==> src/rtl/kgp_ctrl_pkg.sv <==
// Shared encodings for the KGPRISC main control unit: FSM states, opcodes,
// opcode classes and the aluop classes consumed by ALU_Control_Unit.
package kgp_ctrl_pkg;

    typedef enum logic [2:0] {
        IDLE      = 3'd0,
        FETCH     = 3'd1,
        DECODE    = 3'd2,
        EXECUTE   = 3'd3,
        MEM       = 3'd4,
        WRITEBACK = 3'd5,
        HALT      = 3'd6
    } state_e;

    localparam logic [5:0] ADD_R   = 6'h00;
    localparam logic [5:0] COMP_R  = 6'h01;
    localparam logic [5:0] ADDI    = 6'h02;
    localparam logic [5:0] COMPI   = 6'h03;
    localparam logic [5:0] LOGIC_R = 6'h04;
    localparam logic [5:0] SHIFT_R = 6'h05;
    localparam logic [5:0] LW      = 6'h06;
    localparam logic [5:0] SW      = 6'h07;
    localparam logic [5:0] BR      = 6'h08;
    localparam logic [5:0] JMP     = 6'h09;
    localparam logic [5:0] HALT_OP = 6'h3F;

    typedef enum logic [3:0] {
        CLS_UNKNOWN,
        CLS_R_ARITH,
        CLS_I_ARITH,
        CLS_LOGIC,
        CLS_LOAD,
        CLS_STORE,
        CLS_BRANCH,
        CLS_JUMP,
        CLS_HALT
    } opclass_e;

    localparam logic [2:0] ALUOP_R_ARITH = 3'b001;
    localparam logic [2:0] ALUOP_I_ARITH = 3'b010;
    localparam logic [2:0] ALUOP_LOGIC   = 3'b011;
    localparam logic [2:0] ALUOP_LDST    = 3'b101;
    localparam logic [2:0] ALUOP_BRANCH  = 3'b110;
    localparam logic [2:0] ALUOP_JUMP    = 3'b000;

    // Only R-type classes forward the function field to the ALU control unit.
    function automatic logic is_rtype(opclass_e c);
        return (c == CLS_R_ARITH) || (c == CLS_LOGIC);
    endfunction

endpackage

==> src/rtl/main_control_fsm_opcode_class_decoder.sv <==
// Combinational opcode-to-class decode; anything not listed is CLS_UNKNOWN
// and is retired by the FSM as a NOP.
module opcode_class_decoder
    import kgp_ctrl_pkg::*;
#(
    parameter int OPCODE_W = 6
) (
    input  logic [OPCODE_W-1:0] opcode_i,
    output opclass_e            class_o
);

    always_comb begin
        class_o = CLS_UNKNOWN;
        case (opcode_i)
            OPCODE_W'(ADD_R), OPCODE_W'(COMP_R):   class_o = CLS_R_ARITH;
            OPCODE_W'(ADDI), OPCODE_W'(COMPI):     class_o = CLS_I_ARITH;
            OPCODE_W'(LOGIC_R), OPCODE_W'(SHIFT_R): class_o = CLS_LOGIC;
            OPCODE_W'(LW):                         class_o = CLS_LOAD;
            OPCODE_W'(SW):                         class_o = CLS_STORE;
            OPCODE_W'(BR):                         class_o = CLS_BRANCH;
            OPCODE_W'(JMP):                        class_o = CLS_JUMP;
            OPCODE_W'(HALT_OP):                    class_o = CLS_HALT;
            default:                               class_o = CLS_UNKNOWN;
        endcase
    end

endmodule

==> src/rtl/main_control_fsm.sv <==
// Multi-cycle KGPRISC main control FSM. Optional retired-instruction counter
// is built when KGP_RETIRE_COUNT_EN is defined.
module main_control_fsm
    import kgp_ctrl_pkg::*;
#(
    parameter int OPCODE_W = 6,
    parameter int FUNCT_W  = 6,
    parameter int ALUOP_W  = 3
) (
    input  logic               clk,
    input  logic               rst,
    input  logic [31:0]        instr,
    input  logic               mem_ready,
    input  logic               zero_flag,
    output logic               pc_write,
    output logic               ir_write,
    output logic               mem_read,
    output logic               mem_write,
    output logic               iord,
    output logic               reg_write,
    output logic               mem_to_reg,
    output logic               alu_src,
    output logic [ALUOP_W-1:0] aluop,
    output logic [FUNCT_W-1:0] funct,
    output logic               branch_taken,
    output logic               halted,
    output logic [2:0]         state
`ifdef KGP_RETIRE_COUNT_EN
    , output logic [31:0]      retired_count
`endif
);

    state_e               state_q, state_d;
    opclass_e             cls_q, cls_d, dec_cls;
    logic [FUNCT_W-1:0]   funct_q, funct_d;

    // Register/immediate fields are consumed by the datapath, not here.
    logic unused_instr_bits;
    assign unused_instr_bits = ^instr[31-OPCODE_W:FUNCT_W];

    opcode_class_decoder #(.OPCODE_W(OPCODE_W)) u_dec (
        .opcode_i (instr[31:32-OPCODE_W]),
        .class_o  (dec_cls)
    );

    always_ff @(posedge clk) begin
        if (rst) begin
            state_q <= IDLE;
            cls_q   <= CLS_UNKNOWN;
            funct_q <= '0;
        end else begin
            state_q <= state_d;
            cls_q   <= cls_d;
            funct_q <= funct_d;
        end
    end

    always_comb begin
        state_d = state_q;
        cls_d   = cls_q;
        funct_d = funct_q;
        case (state_q)
            IDLE:  state_d = FETCH;
            FETCH: if (mem_ready) state_d = DECODE;
            DECODE: begin
                // Class and funct are latched so EXECUTE/MEM stay Moore outputs.
                cls_d   = dec_cls;
                funct_d = is_rtype(dec_cls) ? instr[FUNCT_W-1:0] : '0;
                case (dec_cls)
                    CLS_UNKNOWN: state_d = FETCH;
                    CLS_HALT:    state_d = HALT;
                    default:     state_d = EXECUTE;
                endcase
            end
            EXECUTE: begin
                case (cls_q)
                    CLS_LOAD, CLS_STORE:  state_d = MEM;
                    CLS_BRANCH, CLS_JUMP: state_d = FETCH;
                    CLS_R_ARITH, CLS_I_ARITH, CLS_LOGIC: state_d = WRITEBACK;
                    default:              state_d = FETCH;
                endcase
            end
            MEM: if (mem_ready) state_d = (cls_q == CLS_LOAD) ? WRITEBACK : FETCH;
            WRITEBACK: state_d = FETCH;
            HALT:      state_d = HALT;
            default:   state_d = IDLE;
        endcase
    end

    always_comb begin
        pc_write     = 1'b0;
        ir_write     = 1'b0;
        mem_read     = 1'b0;
        mem_write    = 1'b0;
        iord         = 1'b0;
        reg_write    = 1'b0;
        mem_to_reg   = 1'b0;
        alu_src      = 1'b0;
        aluop        = '0;
        funct        = '0;
        branch_taken = 1'b0;
        halted       = 1'b0;
        case (state_q)
            FETCH: begin
                mem_read = 1'b1;
                ir_write = mem_ready;
                pc_write = mem_ready;
            end
            EXECUTE: begin
                funct = funct_q;
                case (cls_q)
                    CLS_R_ARITH: aluop = ALUOP_W'(ALUOP_R_ARITH);
                    CLS_I_ARITH: begin
                        aluop   = ALUOP_W'(ALUOP_I_ARITH);
                        alu_src = 1'b1;
                    end
                    CLS_LOGIC: aluop = ALUOP_W'(ALUOP_LOGIC);
                    CLS_LOAD, CLS_STORE: begin
                        aluop   = ALUOP_W'(ALUOP_LDST);
                        alu_src = 1'b1;
                    end
                    CLS_BRANCH: begin
                        aluop        = ALUOP_W'(ALUOP_BRANCH);
                        branch_taken = zero_flag;
                        pc_write     = zero_flag;
                    end
                    CLS_JUMP: begin
                        aluop        = ALUOP_W'(ALUOP_JUMP);
                        branch_taken = 1'b1;
                        pc_write     = 1'b1;
                    end
                    default: ;
                endcase
            end
            MEM: begin
                iord      = 1'b1;
                aluop     = ALUOP_W'(ALUOP_LDST);
                funct     = funct_q;
                mem_read  = (cls_q == CLS_LOAD);
                mem_write = (cls_q == CLS_STORE);
            end
            WRITEBACK: begin
                reg_write  = 1'b1;
                mem_to_reg = (cls_q == CLS_LOAD);
            end
            HALT: halted = 1'b1;
            default: ;
        endcase
    end

    assign state = state_q;

`ifdef KGP_RETIRE_COUNT_EN
    logic        retire;
    logic [31:0] retired_q;

    // Last cycle of each completed instruction; unknown opcodes and HALT never get here.
    always_comb begin
        retire = 1'b0;
        case (state_q)
            EXECUTE:   retire = (cls_q == CLS_BRANCH) || (cls_q == CLS_JUMP);
            MEM:       retire = mem_ready && (cls_q == CLS_STORE);
            WRITEBACK: retire = 1'b1;
            default:   retire = 1'b0;
        endcase
    end

    always_ff @(posedge clk) begin
        if (rst)         retired_q <= '0;
        else if (retire) retired_q <= retired_q + 32'd1;
    end

    assign retired_count = retired_q;
`endif

endmodule
==> config.mk <==
export PLATFORM = sky130hd
export DESIGN_NAME = main_control_fsm
export DESIGN_NICKNAME = d
export VERILOG_FILES = /design/src/rtl/kgp_ctrl_pkg.sv /design/src/rtl/main_control_fsm_opcode_class_decoder.sv /design/src/rtl/main_control_fsm.sv
export SDC_FILE = /design/constraint.sdc
export NUM_CORES = 1
export LEC_CHECK = 0
export BUFFER_PORTS_ARGS = -buffer_cell sky130_fd_sc_hd__clkbuf_2
export CAP_MARGIN = 20
export CORE_MARGIN = 5
export CORE_UTILIZATION = 42
export CTS_BUF_LIST = sky130_fd_sc_hd__clkbuf_4 sky130_fd_sc_hd__clkbuf_8 sky130_fd_sc_hd__clkbuf_16
export DETAILED_ROUTE_END_ITERATION = 6
export GPL_ROUTABILITY_DRIVEN = 0
export PLACE_DENSITY = 0.88
export SLEW_MARGIN = 10
export SYNTH_ARGS = -nofsm -noshare
export SYNTH_HDL_FRONTEND = slang
export SYNTH_HIERARCHICAL = 1
export SYNTH_SLANG_ARGS = --single-unit
==> constraint.sdc <==
create_clock -name clk -period 1.9 [get_ports clk]
set_input_delay 0.285 -clock clk [delete_from_list [all_inputs] [get_ports clk]]
set_output_delay 0.285 -clock clk [all_outputs]
set_load 0.01 [all_outputs]
After elaboration in Yosys (flattened, before gate mapping)
Index checks and enable logic that the tools add are counted.
- eq/ne operators: 28
- mux-type cells: 23
- reductions and logical operators: 13
- operators by type and width (cell ; number):
    $pmux W4 S8 ; 1
    $eq A6 B3 Y1 const B ; 4
    $pmux W3 S2 ; 3
    $pmux W3 S6 ; 1
    $eq A4 B3 Y1 const B ; 4
    $pmux W3 S5 ; 1
    $eq A4 B2 Y1 const B ; 3
    $eq A6 B2 Y1 const B ; 2
    $eq A6 B4 Y1 const B ; 2
    $mux W6 ; 2
    $reduce_or A2 Y1 ; 6
    $eq A3 B3 Y1 const B ; 3
    $mux W1 ; 9
    $mux W3 ; 3
    $eq A4 B1 Y1 const B ; 2
    $eq A3 B2 Y1 const B ; 2
    $eq A6 B1 Y1 const B ; 1
    $eq A6 B6 Y1 const B ; 1
    $logic_not A6 Y1 ; 1
    $pmux W1 S2 ; 3
    $reduce_or A3 Y1 ; 2
    $eq A4 B4 Y1 const B ; 1
    $logic_not A4 Y1 ; 1
    $ne A2 B2 Y1 const B ; 2
    4 further kinds ; 4
- bits in registers: 13
- input bits: 36
- output and inout bits: 22
- word-level logic and storage cells: 67

Longest topological paths before layout
Gate-level depths: netlist (run 1).
- depth in word-level cells: 6
- gate-level depth with buffers: 6
- mapped depth without buffers: 6

By module
The synthesis (run 1) kept the hierarchy.
- by module, submodules not included (module ; times used ; cells an instance ; area an instance (µm²)):
    main_control_fsm ; 1 ; 109 ; 820.8
    opcode_class_decoder ; 1 ; 14 ; 87.6

Worst setup path after synthesis (run 1)
No wires, ideal clock.
- path type: register to output
- start point: register state_q[0], in the netlist state[0]
- end point: output port pc_write
- arrival: 1.326 ns
- slack: 0.289 ns
- stages on the path, launching flop included: 5
- path through: dfxtp_1 buf_2 nand3b_1 nor4_2 nand2b_1
- word-level cells in the longest chain between the ends: 2
- ends and longest elaborated chain (element ; line ; RTL):
    from (decl) ; main_control_fsm.sv:33 ; state_e state_q, state_d;
    from (signal assigned) ; main_control_fsm.sv:52 ; state_q <= state_d;
    $eq A3 B2 Y1 / $eq A3 B1 Y1 (equally long branches) ; main_control_fsm.sv:103 ; case (state_q)
    $pmux W1 S2 * ; main_control_fsm.sv:103 ;
    to (decl) ; main_control_fsm.sv:15 ; output logic pc_write,
Every way passes the cells marked *; elsewhere a longest branch is shown, timed or not.

Worst setup path after layout (run 1)
- start point: register cls_q[1]
- end point: output port pc_write
- word-level cells in the longest chain between the ends: 3
- ends and longest elaborated chain (element ; line ; RTL):
    from (decl) ; main_control_fsm.sv:34 ; opclass_e cls_q, cls_d, dec_cls;
    from (signal assigned) ; main_control_fsm.sv:53 ; cls_q <= cls_d;
    $eq A4 B3 Y1 ; main_control_fsm.sv:111 ; case (cls_q)
    $pmux W1 S2 * ; main_control_fsm.sv:111 ;
    $pmux W1 S2 * ; main_control_fsm.sv:103 ;
Marked as above.

==> results.sh, run 1 <==
export IMPL_yosysTopAreaCell="dfxtp_1"
export IMPL_synth_area_um2=908.4
export IMPL_clockRootBuffer="clkbuf_4"
export IMPL_diodes=0
export IMPL_drt_iter0_drc=42
export IMPL_grt_max_degree=15
export IMPL_power_frac_seq_pct=51.6
export IMPL_synth_yosys_warnings=6
export IMPL_synth_common_cells="nand2_1 (22), a21oi_1 (14), dfxtp_1 (13)"
export IMPL_outcome="complete, no violations"
export IMPL_worst_pin_slew_ns=0.4205
export IMPL_period_needed_ns=1.797
export IMPL_ys_flop_type="dfxtp_1"
export IMPL_p_sw_share_pct=24.86
export IMPL_synth_area_leaders="dfxtp_1 (29%), nand2_1 (9.1%), a21oi_1 (7.7%)"
export IMPL_cts_tree="done"
export IMPL_antenna_found_initial=0
export IMPL_comb_power_share_pct=16.6
export IMPL_synth_edf_count=0
export IMPL_grt_pass1_vias=952
export IMPL_cts_setup_buffers=0
export IMPL_power_switching_uw=136.0
export IMPL_hold_path_class="in -> reg"
export IMPL_cts_hold_fix_buffers=0
export IMPL_row_count=16
export IMPL_clkLatencyLatePin_ns=0.26
export IMPL_clock_skew_ns=0.002436
export IMPL_fillers=175
export IMPL_p_int_uw=411.2
export IMPL_worst_setup_path_type="reg -> out"
export IMPL_ant_nets=0
export IMPL_slew_headroom_pct=71.94
export IMPL_drcViolationCount=0
export IMPL_path_clk_slew_ns=0.07
export IMPL_vias_per_cell=5.376
export IMPL_synth_cell_types=35
export IMPL_port_buffers=37
export IMPL_path_max_fanout=8
export IMPL_synthArstFlopShare_pct=0
export IMPL_synth_seq_cells=13
export IMPL_yosysTopAreaCellShare_pct=28.65
export IMPL_grt_pass1_wl_um=4077
export IMPL_syn_nets=159
export IMPL_vias=1000
export IMPL_worst_hold_slack_ns=0.2520
export IMPL_finalSetupTns_ns=0
export IMPL_cp_arrival_ns=1.51
export IMPL_max_cap_viol_count=0
export IMPL_worst_setup_path_end_kind="primary output"
export IMPL_dieWidth_um=56.51
export IMPL_syn_inst=123
export IMPL_core_um2=2002
export IMPL_numClockSinks=13
export IMPL_hold_violations=0
export IMPL_yosysMostFrequentCell="nand2_1"
export IMPL_cts_repair_resized=2
export IMPL_finish_utilization_pct=57.81
export IMPL_regArea_um2=265.3
export IMPL_multi_input_area_um2=613.1
export IMPL_cp_required_ns=1.62
export IMPL_cellPowerDensity_nw_per_um2=472.8
export IMPL_clock_power_share_pct=31.8
export IMPL_ys_seq_area_share_pct=28.65
export IMPL_syn_area_per_cell_um2=7.385
export IMPL_wl_per_cell_um=12.70
export IMPL_wl_um=2362
export IMPL_h_tree_depth=1
export IMPL_cts_made_buffers=3
export IMPL_fmax_mhz=556.4
export IMPL_grt_overflow_total=0
export IMPL_r2r_start="state[0]"
export IMPL_leakage_uw=0.0005319
export IMPL_finalSetupViolations=0
export IMPL_hpwl_um=1870
export IMPL_dieArea_um2=3193
export IMPL_syn2layout_area_growth_pct=27.41
export IMPL_finalCritPeriodShare_pct=94.59
export IMPL_setup_worst_path_start_class="flip-flop"
export IMPL_hp_start="instr[3]"
export IMPL_drive_gt1_share_pct=34.59
export IMPL_ir_drop_mv=0.3300
export IMPL_die_h_um=56.51
export IMPL_drt_pass1_iter_count=4
export IMPL_grt_usage_pct=15.23
export IMPL_initial_core_util_pct=45.37
export IMPL_drv_slew=0
export IMPL_startpoint="cls_q[1]"
export IMPL_max_clock_path_buffers=2
export IMPL_final_nets=196
export IMPL_ios=58
[worst paths after layout]
kind | to | slack [ns] | depth (start not counted)
worst max register to register | funct_q[0] | 0.51 | 4
worst min register to register | funct_q[2] | 0.45 | 2
worst max-delay path | pc_write | 0.10 | 4
worst min-delay path | funct_q[3] | 0.25 | 3
[power by group through the flow]
stage,Clock [µW],Sequential (µW),Combinational (µW)
after floorplan,0,286,52.5
after global placement,0,288,85.1
after detailed placement,0,289,89.3
after CTS,180,283,89.7
after global routing,199,283,101
final,174,282,90.6
[per-layer routing]
metal	vias to the layer above	track usage, %	routed length, µm
met2	46	27.06	1206
li1	501	-	-
met1	449	17.31	917
met3	4	4.587	217
met4	0	4.407	20
met5	-	0	0
[metrics by stage]
stage	total power, µW	area, µm²	setup slack (ns)	cells
after CTS	552.1	1146	0.08172	186
after global routing	582.7	1157	-0.007866	186
after floorplan	338.6	908.4	0.2887	123
after detailed placement	378.5	1114	0.1169	182
after global placement	373.6	1114	0.1406	182
final	547.2	1157	0.1027	186
[worst max-delay path, stage by stage, from the launching register on]
cell	delay (ns)
dfxtp_1	0.51
nand2_1	0.17
nor4_2	0.30
nand2b_1	0.15
clkbuf_2	0.13
[cell type report]
type / instances / share of cell area [%]
Clock buffer: 4 / 2.595
Inverter: 2 / 0.6486
Multi-Input combinational cell: 100 / 52.97
Sequential cell: 13 / 22.92
Tap cell: 27 / 2.919
Timing Repair Buffer: 40 / 17.95
[sequential cells by signal, indices dropped and copies added, names as in the netlist]
signal,count
state,3
funct_q,6
cls_q,4
[logic make-up (layout without fill, tap and decap cells)]
family	after synthesis	count (layout)	share of synthesized area [%]
AND/OR/NAND/NOR	76	76	49.18
AO/OA/AOI/OAI	22	22	15.15
flip-flops	13	13	28.65
buffers and inverters	10	46	4.821
multiplexers	2	2	2.204
[cell usage in the layout, fill, tap and decap left out, drive strengths merged]
cell type  instances
nand2             22
o32ai              1
o21a               2
or2b               1
nand4              1
nand3              7
inv                2
and3b              3
or3b               2
nor4               1
a21oi             14
or2                1
o311a              1
nor3               3
and3               2
o221ai             1
nand2b             3
buf                3
nand3b             3
and4bb             1
mux2i              2
clkbuf            41
nor2b              6
a22oi              1
or4                1
nor2               7
and2               8
nor4b              1
dfxtp             13
nor3b              3
o21ai              2
Note: power is estimated with default switching activity, not from simulation.
==> run 2: changes to the inputs <==
--- a/config.mk
+++ b/config.mk
@@ -13,6 +13,7 @@
 export DETAILED_ROUTE_END_ITERATION = 6
 export GPL_ROUTABILITY_DRIVEN = 0
 export PLACE_DENSITY = 0.88
+export REMOVE_ABC_BUFFERS = 1
 export SLEW_MARGIN = 10
 export SYNTH_ARGS = -nofsm -noshare
 export SYNTH_HDL_FRONTEND = slang
==> results.sh, run 2 (synthesis results as in run 1) <==
export IMPL_outcome="complete, no violations"
export IMPL_cts_tree="done"
export IMPL_cellPowerDensity_nw_per_um2=479.8
export IMPL_numClockSinks=13
export IMPL_ios=58
export IMPL_finish_utilization_pct=58.06
export IMPL_largest_register_ffs=6
export IMPL_path_max_fanout=14
export IMPL_mostFrequentLayoutCell="clkbuf_2"
export IMPL_grt_usage_pct=14.98
export IMPL_whs_path_depth=3
export IMPL_clock_power_share_pct=33.1
export IMPL_max_cap_viol_count=0
export IMPL_vias=1000
export IMPL_clock_skew_ns=0.004203
export IMPL_cts_made_buffers=3
export IMPL_worst_pin_slew_ns=0.4372
export IMPL_comb_power_share_pct=16.4
export IMPL_core_um2=2002
export IMPL_wl_um=2352
export IMPL_largest_register="funct_q"
export IMPL_period_needed_ns=1.800
export IMPL_worst_setup_path_type="reg -> out"
export IMPL_clockRootBuffer="clkbuf_4"
export IMPL_grt_pass1_vias=944
export IMPL_dieWidth_um=56.51
export IMPL_initial_core_util_pct=45.37
export IMPL_grt_overflow_total=0
export IMPL_drcViolationCount=0
export IMPL_final_cell_mix="clkbuf_2 (37), nand2_1 (22), a21oi_1 (14)"
export IMPL_row_count=16
export IMPL_drive_gt1_share_pct=33.33
export IMPL_max_clock_path_buffers=2
export IMPL_p_sw_share_pct=26.26
export IMPL_setup_worst_path_start_class="flip-flop"
export IMPL_hp_start="instr[4]"
export IMPL_syn2layout_area_growth_pct=27.96
export IMPL_hold_path_class="in -> reg"
export IMPL_finish_instance_area_um2=1162
export IMPL_fmax_mhz=555.5
export IMPL_hold_violations=0
export IMPL_grt_max_degree=15
export IMPL_worst_hold_slack_ns=0.2484
export IMPL_stdcell_count=186
export IMPL_rr_worst_depth=4
export IMPL_r2r_start="state[0]"
export IMPL_grt_pass1_wl_um=4036
export IMPL_leakage_uw=0.0005319
export IMPL_rsz0062_at_grt="no"
export IMPL_power_frac_seq_pct=50.5
export IMPL_ant_nets=0
export IMPL_place_area_um2=1114
export IMPL_p_int_uw=411.3
export IMPL_placedCellCount=182
export IMPL_finalSetupViolations=0
export IMPL_drt_pass1_iter_count=4
export IMPL_path_clk_slew_ns=0.08
export IMPL_wl_per_cell_um=12.65
export IMPL_dieArea_um2=3193
export IMPL_h_tree_depth=1
export IMPL_finalCritPeriodShare_pct=94.74
export IMPL_cp_required_ns=1.62
export IMPL_ir_drop_mv=0.3497
export IMPL_vias_per_cell=5.376
export IMPL_drt_iter0_drc=20
export IMPL_slew_headroom_pct=70.82
export IMPL_diodes=0
export IMPL_cts_hold_fix_buffers=0
export IMPL_finalSetupTns_ns=0
export IMPL_drv_slew=0
export IMPL_cp_arrival_ns=1.52
export IMPL_worst_setup_path_end_kind="primary output"
export IMPL_final_nets=196
export IMPL_port_buffers=37
export IMPL_startpoint="state[1]"
export IMPL_hpwl_um=1837
export IMPL_antenna_found_initial=0
export IMPL_clkLatencyLatePin_ns=0.27
export IMPL_power_switching_uw=146.4
export IMPL_die_h_um=56.51
## run 2: through the flow
step / setup slack [ns] / power, µW
2_1_floorplan: 0.2854 / 333.0
3_3_place_gp: 0.1503 / 373.6
3_5_place_dp: 0.1223 / 378.0
4_1_cts: 0.05091 / 563.8
5_1_grt: 0.01570 / 581.1
6_report: 0.09994 / 557.7
## run 2: power by group through the flow
stage / sequential (µW) / clock [µW] / combinational, µW
3_3_place_gp: 288 / 0 / 85.7
3_5_place_dp: 288 / 0 / 89.5
6_report: 282 / 185 / 91.4
4_1_cts: 282 / 191 / 90.0
5_1_grt: 283 / 198 / 100
2_1_floorplan: 291 / 0 / 41.6
## run 2: layout make-up
cell class	instances	area, µm²
repair buffers	40	207.7
fillers	186	839.6
flip-flops and latches	13	264.0
multi-input cells	100	619.3
inverters	2	7.507
clock buffers	4	30.03
well taps	27	33.78
## run 2: worst paths after layout
check / end / slack (ns)
min: funct_q[4] / 0.25
max reg2reg: cls_q[3] / 0.52
max: funct[4] / 0.1
min reg2reg: funct_q[3] / 0.45
## run 2: critical path: stages (launching register included)
cell and delay [ns]:
dfxtp_4 0.39, or3b_4 0.41, nand2_1 0.16, and2_1 0.15, clkbuf_2 0.13
## run 2: repair_timing
| item | in CTS | in global routing |
|---|---|---|
| endpoints found under the setup margin | 2 | 2 |
| gates resized for setup | 1 | 3 |
| setup buffers | 0 | 0 |
| pin swaps | 0 | 1 |
## run 2: layer usage
layer	wire length [µm]	vias to the layer above	GRT usage, %
li1	-	499	-
met1	1024	465	16.99
met2	1152	34	27.39
met3	154	2	2.982
met4	21	0	5.085
met5	0	-	0
==> run 3: changes to the inputs <==
--- a/config.mk
+++ b/config.mk
@@ -5,11 +5,11 @@
 export SDC_FILE = /design/constraint.sdc
 export NUM_CORES = 1
 export LEC_CHECK = 0
+export ABC_AREA = 1
 export BUFFER_PORTS_ARGS = -buffer_cell sky130_fd_sc_hd__clkbuf_2
 export CAP_MARGIN = 20
 export CORE_MARGIN = 5
 export CORE_UTILIZATION = 42
-export CTS_BUF_LIST = sky130_fd_sc_hd__clkbuf_4 sky130_fd_sc_hd__clkbuf_8 sky130_fd_sc_hd__clkbuf_16
 export DETAILED_ROUTE_END_ITERATION = 6
 export GPL_ROUTABILITY_DRIVEN = 0
 export PLACE_DENSITY = 0.88
==> results.sh, run 3 <==
export IMPL_grt_usage_pct=14.86
export IMPL_worst_setup_path_type="reg -> out"
export IMPL_die_h_um=56.67
export IMPL_max_clock_path_buffers=2
export IMPL_whs_path_depth=3
export IMPL_drt_pass1_iter_count=4
export IMPL_hold_path_class="in -> reg"
export IMPL_setup_worst_path_start_class="flip-flop"
export IMPL_cts_made_buffers=3
export IMPL_h_tree_depth=1
export IMPL_clockRootBuffer="clkbuf_4"
export IMPL_grt_pass1_vias=921
export IMPL_fmax_mhz=559.4
export IMPL_clkLatencyLatePin_ns=0.28
export IMPL_core_um2=2022
export IMPL_path_buf_inv=2
export IMPL_dieWidth_um=56.67
export IMPL_final_nets=221
export IMPL_rr_worst_depth=8
export IMPL_ys_seq_area_share_pct=28.45
export IMPL_path_delay_family="simple AND/OR/NAND/NOR gates"
export IMPL_ant_nets=0
export IMPL_syn2layout_area_growth_pct=28.73
export IMPL_hold_violations=0
export IMPL_synthArstFlopShare_pct=0
export IMPL_synth_area_um2=914.6
export IMPL_critPathMaxStageDelay_ns=0.40
export IMPL_synth_yosys_warnings=6
export IMPL_vias_per_cell=4.877
export IMPL_largest_register_ffs=6
export IMPL_cp_required_ns=1.62
export IMPL_numClockSinks=13
export IMPL_final_cell_mix="clkbuf_2 (37), nor2_1 (27), nand2_1 (22)"
export IMPL_grt_max_degree=14
export IMPL_drt_iter0_drc=15
export IMPL_finish_utilization_pct=58.23
export IMPL_p_total_uw=640.5
export IMPL_wl_um=2329
export IMPL_wl_per_cell_um=11.04
export IMPL_clock_skew_ns=0.004370
export IMPL_cts_hold_fix_buffers=0
export IMPL_hpwl_um=1876
export IMPL_syn_inst=144
export IMPL_port_buffers=37
export IMPL_vias=1029
export IMPL_slew_headroom_pct=79.80
export IMPL_mostFrequentLayoutCell="clkbuf_2"
export IMPL_multi_input_area_um2=559.3
export IMPL_finalSetupViolations=0
export IMPL_drcViolationCount=0
export IMPL_cellPowerDensity_nw_per_um2=544.0
export IMPL_finalSetupTns_ns=0
export IMPL_outcome="complete, no violations"
export IMPL_drv_slew=0
export IMPL_ir_drop_mv=0.3530
export IMPL_ios=58
export IMPL_max_cap_viol_count=0
export IMPL_crit_cells=5
export IMPL_path_clk_slew_ns=0.08
export IMPL_initial_core_util_pct=45.24
export IMPL_finalCritPeriodShare_pct=94.08
export IMPL_synth_area_leaders="dfxtp_1 (28%), nor2_1 (12%), nand2_1 (9.4%)"
export IMPL_synth_common_cells="nor2_1 (29), nand2_1 (23), inv_1 (20)"
export IMPL_leakage_uw=0.0005389
export IMPL_worst_setup_path_end_kind="primary output"
export IMPL_grt_overflow_total=0
export IMPL_synth_seq_cells=13
export IMPL_fillers=213
export IMPL_worst_pin_slew_ns=0.2998
export IMPL_crit_chain="inv_2, nor3_4, nor2_4, a31oi_1, clkbuf_2"
export IMPL_period_needed_ns=1.788
export IMPL_synth_cell_types=23
export IMPL_dieArea_um2=3211
export IMPL_largest_register="funct_q"
export IMPL_rsz0062_at_grt="yes"
export IMPL_diodes=0
export IMPL_yosysTopAreaCell="dfxtp_1"
export IMPL_cp_arrival_ns=1.50
export IMPL_ys_flop_type="dfxtp_1"
export IMPL_antenna_found_initial=0
export IMPL_yosysTopAreaCellShare_pct=28.45
export IMPL_yosysMostFrequentCell="nor2_1"
export IMPL_path_max_fanout=7
export IMPL_cts_tree="done"
export IMPL_synth_edf_count=0
export IMPL_syn_area_per_cell_um2=6.352
export IMPL_drive_gt1_share_pct=36.96
export IMPL_slowest_stage="dfxtp_4"
export IMPL_row_count=16
export IMPL_grt_pass1_wl_um=3898
export IMPL_regArea_um2=267.8
[run 3: cell types whose count changed after synthesis, sizes merged, moves of 4 or more]
cell,change
nor2,+29
inv,+24
and2,-8
nand3,+6
nor2b,-6
a22oi,+5
o21ai,+5
a21oi,-4
[run 3: path summary, 6_finish.rpt]
| kind | slack [ns] | from | to |
|---|---|---|---|
| setup / recovery | 0.11 | state[2] | aluop[2] |
| hold / removal | 0.25 | instr[2] | funct_q[2] |
| setup reg to reg | 0.48 | state[1] | funct_q[3] |
| hold reg to reg | 0.48 | cls_q[2] | cls_q[2] |
[run 3: worst register-to-register path, cell delays in order (launching register included)]
cell and delay, ns:
dfxtp_1 0.44, inv_2 0.10, nor2_2 0.13, inv_2 0.07, nor2_4 0.10, inv_2 0.13, nor2_4 0.21, a22oi_1 0.10
nor2_1 0.09
[run 3: layout make-up]
type,count,area share [%]
Sequential cell,13,22.74
Tap cell,27,2.869
Clock buffer,4,2.232
Timing Repair Buffer,38,16.37
Multi-Input combinational cell,103,47.50
Inverter,26,8.289
[run 3: cell families (layout without fill, tap and decap cells)]
kind of cell	after synthesis	after routing	share of synthesized area (%)
and+or+nand+nor	77	77	40.22
buffers and inverters	28	68	12.31
AOI/OAI and AO/OA	26	26	19.02
DFF	13	13	28.45
[run 3: where the power goes]
| group | internal, µW | switching [µW] |
|---|---|---|
| Sequential | 286 | 17.8 |
| Clock | 81.4 | 89.4 |
| Combinational | 56.9 | 109 |
| Total | 424 | 217 |
[run 3: metrics by stage]
stage | cells | setup WS, ns | hold slack, ns | cell area (µm²)
after global placement | 206 | 0.2601 | 0.4547 | 1119
after floorplan | 142 | 0.3771 | 0.3474 | 899.6
after CTS | 210 | 0.001561 | 0.2441 | 1147
after detailed placement | 206 | 0.2286 | 0.4694 | 1119
after global routing | 211 | -0.01476 | 0.2515 | 1177
final | 211 | 0.1125 | 0.2469 | 1177
[run 3: timing repair]
action	in CTS	in global routing
pin swaps	0	2
setup endpoints to repair	7	12
cloned	0	0
setup buffers	0	1
resized for setup	2	8
[run 3: per-layer routing]
layer / share of wire (%) / track usage, % / vias to the layer above
met2: 44 / 24.26 / 37
li1: - / - / 548
met3: 8.4 / 3.211 / 5
met5: 0 / 0 / -
met1: 46 / 19.12 / 439
met4: 1.4 / 5.085 / 0
